==> config.mk <==
export PLATFORM = sky130hd
export DESIGN_NAME = mips_debug_frame_tx
export DESIGN_NICKNAME = d
export VERILOG_FILES = /design/src/rtl/mips_debug_pkg.sv /design/src/rtl/debug_frame_shifter.sv /design/src/rtl/mips_debug_frame_tx.sv
export SDC_FILE = /design/constraint.sdc
export NUM_CORES = 1
export LEC_CHECK = 0
export ABC_AREA = 0
export CORE_UTILIZATION = 37
export DETAILED_ROUTE_END_ITERATION = 7
export PLACE_DENSITY_LB_ADDON = 0.2
export SYNTH_ARGS = -nofsm -noshare
export SYNTH_HDL_FRONTEND = slang
export SYNTH_SLANG_ARGS = --single-unit
==> constraint.sdc <==
create_clock -name i_clock -period 1.45 [get_ports i_clock]
set_clock_uncertainty 0.15 [all_clocks]
set_input_delay 0.145 -clock i_clock [delete_from_list [all_inputs] [get_ports i_clock]]
set_output_delay 0.145 -clock i_clock [all_outputs]
set_load 0.05 [all_outputs]
==> src/rtl/mips_debug_pkg.sv <==
// rtl/mips_debug_pkg.sv - shared select codes, state encoding and select-class decode for the debug link
package mips_debug_pkg;

    localparam int NB_CONTROL_FRAME = 32;
    localparam int NB_SELECT        = 6;

    // Select codes shared with the blaze-side command decoder.
    localparam logic [5:0] SEL_MEM_DATA  = 6'b100000;
    localparam logic [5:0] SEL_MEM_INSTR = 6'b100001;
    localparam logic [5:0] SEL_PC        = 6'b100010;

    // Latch groups occupy 1001xx and 1010xx; only the upper four bits identify them.
    localparam logic [3:0] SEL_LATCH_A_PREFIX = 4'b1001;
    localparam logic [3:0] SEL_LATCH_B_PREFIX = 4'b1010;

    localparam logic [1:0] ST_IDLE_ENC = 2'd0;
    localparam logic [1:0] ST_SEND_ENC = 2'd1;
    localparam logic [1:0] ST_DONE_ENC = 2'd2;

    typedef enum logic [1:0] {
        ST_IDLE = ST_IDLE_ENC,
        ST_SEND = ST_SEND_ENC,
        ST_DONE = ST_DONE_ENC
    } state_t;

    typedef enum logic [1:0] {
        CLS_WORD     = 2'd0,
        CLS_LATCH    = 2'd1,
        CLS_UNMAPPED = 2'd2
    } sel_class_t;

    function automatic sel_class_t decode_select(input logic [NB_SELECT-1:0] sel);
        sel_class_t cls;
        cls = CLS_UNMAPPED;
        if (!sel[5]) begin
            cls = CLS_WORD;
        end else if (sel == SEL_MEM_DATA || sel == SEL_MEM_INSTR || sel == SEL_PC) begin
            cls = CLS_WORD;
        end else if (sel[5:2] == SEL_LATCH_A_PREFIX || sel[5:2] == SEL_LATCH_B_PREFIX) begin
            cls = CLS_LATCH;
        end
        return cls;
    endfunction

endpackage

==> src/rtl/debug_frame_shifter.sv <==
// rtl/debug_frame_shifter.sv - snapshot register with frame index slicing and last-frame flag
//
// Ports:
//   i_clock, i_reset   clock, asynchronous active-low reset
//   i_load             capture i_load_data / i_load_count, index restarts at 0
//   i_load_data        snapshot source, NB_LATCH bits
//   i_load_count       number of frames in this transfer (1..NB_FRAMES)
//   i_advance          step to the next frame
//   o_frame            current NB_FRAME-bit slice, least-significant word first
//   o_last             current index is the final frame of the transfer
module debug_frame_shifter
    import mips_debug_pkg::*;
#(
    parameter int   NB_LATCH  = 128,
    parameter int   NB_FRAME  = 32,
    localparam int  NB_FRAMES = (NB_LATCH + NB_FRAME - 1) / NB_FRAME,
    localparam int  NB_IDX    = $clog2(NB_FRAMES + 1)
) (
    input  logic                i_clock,
    input  logic                i_reset,
    input  logic                i_load,
    input  logic [NB_LATCH-1:0] i_load_data,
    input  logic [NB_IDX-1:0]   i_load_count,
    input  logic                i_advance,
    output logic [NB_FRAME-1:0] o_frame,
    output logic                o_last
);

    // Padded to a whole number of frames so the top slice reads zeros past NB_LATCH.
    localparam int NB_PAD = NB_FRAMES * NB_FRAME;

    logic [NB_PAD-1:0] r_snapshot;
    logic [NB_IDX-1:0] r_index;
    logic [NB_IDX-1:0] r_count;
    logic [NB_PAD-1:0] w_load_ext;

    always_comb begin
        w_load_ext                 = '0;
        w_load_ext[NB_LATCH-1:0]   = i_load_data;
    end

    always_ff @(posedge i_clock or negedge i_reset) begin
        if (!i_reset) begin
            r_snapshot <= '0;
            r_index    <= '0;
            r_count    <= '0;
        end else if (i_load) begin
            r_snapshot <= w_load_ext;
            r_index    <= '0;
            r_count    <= i_load_count;
        end else if (i_advance) begin
            r_index    <= r_index + NB_IDX'(1);
        end
    end

    assign o_frame = r_snapshot[int'(r_index) * NB_FRAME +: NB_FRAME];
    assign o_last  = (r_index == r_count - NB_IDX'(1));

endmodule

==> src/rtl/mips_debug_frame_tx.sv <==
// rtl/mips_debug_frame_tx.sv - MIPS-side debug responder streaming word/latch snapshots as 32-bit frames
//
// Optional feature macro: DEBUG_TX_TIMEOUT_EN (ack timeout with o_timeout pulse)
//
// Ports:
//   i_clock, i_reset     clock, asynchronous active-low reset
//   i_read_request       one-cycle request pulse from the command decoder
//   i_request_select     source code (register / data mem / instr mem / PC / latch groups)
//   i_word_data          selected 32-bit word source
//   i_latch_data         selected latch group
//   i_halt               MIPS end of program
//   i_frame_ack          blaze consumed the current frame
//   o_frame_to_blaze     current frame payload
//   o_frame_valid        payload valid
//   o_eod                current frame is the last of the transfer
//   o_eop                i_halt delayed one cycle
//   o_busy               transfer in progress
//   o_timeout            (DEBUG_TX_TIMEOUT_EN only) one-cycle pulse on ack timeout abort
module mips_debug_frame_tx
    import mips_debug_pkg::*;
#(
    parameter int  NB_CONTROL_FRAME = 32,
    parameter int  NB_LATCH         = 128,
    parameter int  NB_SELECT        = 6,
    parameter int  TIMEOUT_CYCLES   = 1024
) (
    input  logic                        i_clock,
    input  logic                        i_reset,
    input  logic                        i_read_request,
    input  logic [NB_SELECT-1:0]        i_request_select,
    input  logic [NB_CONTROL_FRAME-1:0] i_word_data,
    input  logic [NB_LATCH-1:0]         i_latch_data,
    input  logic                        i_halt,
    input  logic                        i_frame_ack,
    output logic [NB_CONTROL_FRAME-1:0] o_frame_to_blaze,
    output logic                        o_frame_valid,
    output logic                        o_eod,
    output logic                        o_eop,
    output logic                        o_busy
`ifdef DEBUG_TX_TIMEOUT_EN
    ,
    output logic                        o_timeout
`endif
);

    localparam int NB_FRAMES_L = (NB_LATCH + NB_CONTROL_FRAME - 1) / NB_CONTROL_FRAME;
    localparam int NB_IDX      = $clog2(NB_FRAMES_L + 1);

    state_t                       r_state;
    logic                         r_valid;
    logic                         r_busy;
    logic                         r_eop;

    sel_class_t                   w_class;
    logic [NB_LATCH-1:0]          w_capture;
    logic [NB_IDX-1:0]            w_count;
    logic                         w_load;
    logic                         w_advance;
    logic                         w_last;
    logic [NB_CONTROL_FRAME-1:0]  w_frame;

    // Unmapped codes fall through with an all-zero capture and a single frame.
    always_comb begin
        w_class   = decode_select(i_request_select);
        w_capture = '0;
        w_count   = NB_IDX'(1);
        case (w_class)
            CLS_WORD:  w_capture[NB_CONTROL_FRAME-1:0] = i_word_data;
            CLS_LATCH: begin
                w_capture = i_latch_data;
                w_count   = NB_IDX'(NB_FRAMES_L);
            end
            default:   w_capture = '0;
        endcase
    end

    assign w_load    = (r_state == ST_IDLE) && i_read_request;
    assign w_advance = (r_state == ST_SEND) && i_frame_ack && !w_last;

    debug_frame_shifter #(
        .NB_LATCH (NB_LATCH),
        .NB_FRAME (NB_CONTROL_FRAME)
    ) u_shifter (
        .i_clock      (i_clock),
        .i_reset      (i_reset),
        .i_load       (w_load),
        .i_load_data  (w_capture),
        .i_load_count (w_count),
        .i_advance    (w_advance),
        .o_frame      (w_frame),
        .o_last       (w_last)
    );

`ifdef DEBUG_TX_TIMEOUT_EN
    localparam int NB_TO = (TIMEOUT_CYCLES > 2) ? $clog2(TIMEOUT_CYCLES) : 1;

    logic [NB_TO-1:0] r_to_cnt;
    logic             r_timeout;

    always_ff @(posedge i_clock or negedge i_reset) begin
        if (!i_reset) begin
            r_state   <= ST_IDLE;
            r_valid   <= 1'b0;
            r_busy    <= 1'b0;
            r_to_cnt  <= '0;
            r_timeout <= 1'b0;
        end else begin
            r_timeout <= 1'b0;
            case (r_state)
                ST_IDLE: begin
                    r_to_cnt <= '0;
                    if (i_read_request) begin
                        r_state <= ST_SEND;
                        r_valid <= 1'b1;
                        r_busy  <= 1'b1;
                    end
                end
                ST_SEND: begin
                    if (i_frame_ack) begin
                        r_to_cnt <= '0;
                        if (w_last) begin
                            r_state <= ST_DONE;
                            r_valid <= 1'b0;
                            r_busy  <= 1'b0;
                        end
                    end else if (r_to_cnt == NB_TO'(TIMEOUT_CYCLES - 1)) begin
                        // Abort without ever presenting an EOD frame.
                        r_state   <= ST_DONE;
                        r_valid   <= 1'b0;
                        r_busy    <= 1'b0;
                        r_timeout <= 1'b1;
                        r_to_cnt  <= '0;
                    end else begin
                        r_to_cnt <= r_to_cnt + NB_TO'(1);
                    end
                end
                ST_DONE: begin
                    r_state <= ST_IDLE;
                end
                default: begin
                    r_state <= ST_IDLE;
                    r_valid <= 1'b0;
                    r_busy  <= 1'b0;
                end
            endcase
        end
    end

    assign o_timeout = r_timeout;
`else
    always_ff @(posedge i_clock or negedge i_reset) begin
        if (!i_reset) begin
            r_state <= ST_IDLE;
            r_valid <= 1'b0;
            r_busy  <= 1'b0;
        end else begin
            case (r_state)
                ST_IDLE: begin
                    if (i_read_request) begin
                        r_state <= ST_SEND;
                        r_valid <= 1'b1;
                        r_busy  <= 1'b1;
                    end
                end
                ST_SEND: begin
                    if (i_frame_ack && w_last) begin
                        r_state <= ST_DONE;
                        r_valid <= 1'b0;
                        r_busy  <= 1'b0;
                    end
                end
                ST_DONE: begin
                    r_state <= ST_IDLE;
                end
                default: begin
                    r_state <= ST_IDLE;
                    r_valid <= 1'b0;
                    r_busy  <= 1'b0;
                end
            endcase
        end
    end
`endif

    always_ff @(posedge i_clock or negedge i_reset) begin
        if (!i_reset) begin
            r_eop <= 1'b0;
        end else begin
            r_eop <= i_halt;
        end
    end

    // Payload and EOD are qualified by the registered valid so they drop with it.
    assign o_frame_to_blaze = r_valid ? w_frame : '0;
    assign o_frame_valid    = r_valid;
    assign o_eod            = r_valid && w_last;
    assign o_busy           = r_busy;
    assign o_eop            = r_eop;

endmodule

==> flow_summary.ini <==
[global_route]
grt_start_max_net_pins = 35
grt_pass1_wl_um = 37100
antenna_found_initial = 0
gr-total-overflow = 0
grt_usage = 0.270
grt_pass1_vias = 7014

[setup_path]
crit_type = reg -> out
worst_setup_path_end_kind = output pin
required_ns = 1.15
path_cells = buf_12 -> clkbuf_16 -> mux4_2 -> nor2b_4 -> buf_6
path_buf_inv = 3
crit_family = multiplexers
r2r_start = u_shifter.r_index[0]
critPathSlowestCell = mux4_2
worstPathArrival_ns = 1.91
startpoint = u_shifter.r_index[0]
critPathLaunchType = flip-flop
slowest_delay_ns = 0.49
r2r_end = o_busy
reg2reg_slack_ns = -0.34
crit_fanout = 5
ff2ff_path_depth = 6

[worst_hold_path]
hold-path-endpoint = o_eop
worstHoldStart = i_halt
whs_path_depth = 1
worstHoldPathType = in -> reg

[timing]
hold_viol = 0
relSlewSlack = 0.745
setup_viol = 167
finalCritPeriodShare = 1.52
finalMaxSlewViolations = 0
setup_tns_ns = -43.86
tightestPinTransition_ns = 0.382
finalWorstSetupSlack_ns = -0.755
grt_setup_unrepaired = yes
layout_min_cycle_time_ns = 2.21
fmax_mhz = 453

[routing]
num_vias = 6547
drtAntennaViolNets = 0
wl_um = 25300
drt-initial-drc-count = 294
firstDrtPassIters = 4
wl_per_cell_um = 20.9
routed_via_density = 5.42
drc = 0

[floorplanning]
coreArea_um2 = 17400
io_pins = 207
start_util = 0.381
dieHeight_um = 136
die_area_um2 = 18400
std_cell_rows = 48
die_w_um = 136

[cells_and_area]
finalNetCount = 1141
final_common_cell = clkdlybuf4s50_1
final_area_um2 = 13200
final_layout_size_suffix_gt1_frac = 0.527
area_delta_synth_final_pct = 99.2
layout_common_cells = 167 x clkdlybuf4s50_1, 134 x dfrtp_1, 107 x nand2_1
antenna_cells = 0

[run_status]
outcome = finished, violations left
violations = setup timing

[power_and_ir_drop]
p_leak_nw = 5.73
power.density_nw_per_um2 = 2050
ir_drop_mv = 1.46

[synthesis]
yosys-top-cells-area = dfrtp_1 52%, nand2_1 11%, mux4_2 11%
syn_inst = 678
yosys_warnings = 0
synth_area_um2 = 6610
syn_avg_cell_area_um2 = 9.74
synth_cell_type_count = 27
synth_top_area_frac = 0.519
synth_fp_nets = 850
synth.yosys.seq_area_share = 0.519
synth_top_area_cell = dfrtp_1
ys_ff_latch = 137

[clocking]
h-tree-depth = 4
tritoncts = yes
clock_latency_ns = 0.41
clock-root-buffer = clkbuf_16
cts_buffers = 17
cts_sinks = 137
clock_path_buffers = 2
clk_pin_slew_ns = 0.06

[placement]
gp_congestion = 0.811
dpl.hpwl_um = 13800
place_area_um2 = 9810
io_buffers = 206
dpl_worst_slack_ns = -0.516

[flow_run]
maxCapViolations = 0
==> state kept, by name, summed over array words and instances, names as in the netlist <==
register	flops
o_busy	1
u_shifter.r_index	3
o_eop	1
u_shifter.r_snapshot	128
u_shifter.r_count	2
r_state	2
==> through the flow <==
step	cells	power (mW)	utilization	hold WS (ns)
4_1_cts	1213	26.2	0.729	0.0142
3_5_place_dp	1119	17.4	0.565	-0.0806
2_1_floorplan	678	13.0	-	-0.301
3_3_place_gp	1119	17.2	0.565	-0.0813
6_report	1207	26.9	0.758	0.0257
5_1_grt	1207	27.9	0.758	0.0196
==> area by class of cell <==
cell class | instances | area [um2]
fillers | 1046 | 4200
clock buffers | 19 | 443
inverters | 1 | 3.75
multi-input cells | 483 | 4610
clock inverters | 13 | 145
repair buffers | 329 | 4250
well taps | 225 | 282
flip-flops and latches | 137 | 3430
==> cells by family (layout without fill, tap and decap cells) <==
| family | after synthesis | count (layout) | share of synthesized area |
|---|---|---|---|
| AND/OR/NAND/NOR | 406 | 406 | 0.268 |
| flip-flops | 137 | 137 | 0.519 |
| buffers and inverters | 58 | 362 | 0.0437 |
| AO/OA/AOI/OAI | 39 | 39 | 0.0504 |
| multiplexers | 35 | 35 | 0.114 |
| XOR/XNOR | 2 | 2 | 0.00265 |
| adder cells (fa/ha/maj) | 1 | 1 | 0.00189 |
==> layer usage <==
layer  global-route usage  share of wire  wire length (um)
met1                0.313           0.38              9690
met2                0.492           0.55             14000
met3               0.0520          0.046              1180
met4               0.0974          0.018               445
met5                    0              0                 0
==> cell usage after synthesis <==
library cell	n
nand2_1	199
buf_4	5
inv_1	1
ha_1	1
a32oi_1	1
a211o_1	1
clkbuf_1	18
o21ai_0	2
mux4_2	32
nor3b_1	1
buf_6	2
buf_2	30
nor3b_2	2
a221oi_1	32
o21a_1	1
nor2b_1	34
buf_1	2
o311ai_1	1
nand2b_1	4
mux2i_2	1
nor2_1	67
and3b_1	2
dfrtp_1	137
nand3_1	97
xnor2_1	2
mux2i_1	2
o21ai_2	1
==> how the worst max path moves through the flow <==
stage | endpoint | slack (ns) | depth (start not counted)
finish | o_frame_to_blaze[14] | -0.76 | 5
global route | o_frame_to_blaze[10] | -0.80 | 4
CTS | o_frame_to_blaze[8] | -0.75 | 4
detailed placement | u_shifter.r_snapshot[18] | -0.52 | 7
global placement | u_shifter.r_snapshot[31] | -0.49 | 6
floorplan | o_frame_to_blaze[24] | -0.19 | 4
==> timing repair <==
item | 4_1_cts | 5_1_grt
resized for setup | 263 | 170
hold buffers | 1 | 0
gates cloned | 27 | 3
pin swaps | 185 | 98
buffers inserted | 34 | 9
endpoints found under the hold margin | 137 | 0
setup endpoints to repair | 153 | 171
==> power breakdown <==
part	total, mW	switching, mW	internal [mW]
combinational	16.8	8.11	8.66
sequential	5.83	0.945	4.88
clock	4.34	1.75	2.59
(Power assumes the default switching activity.)
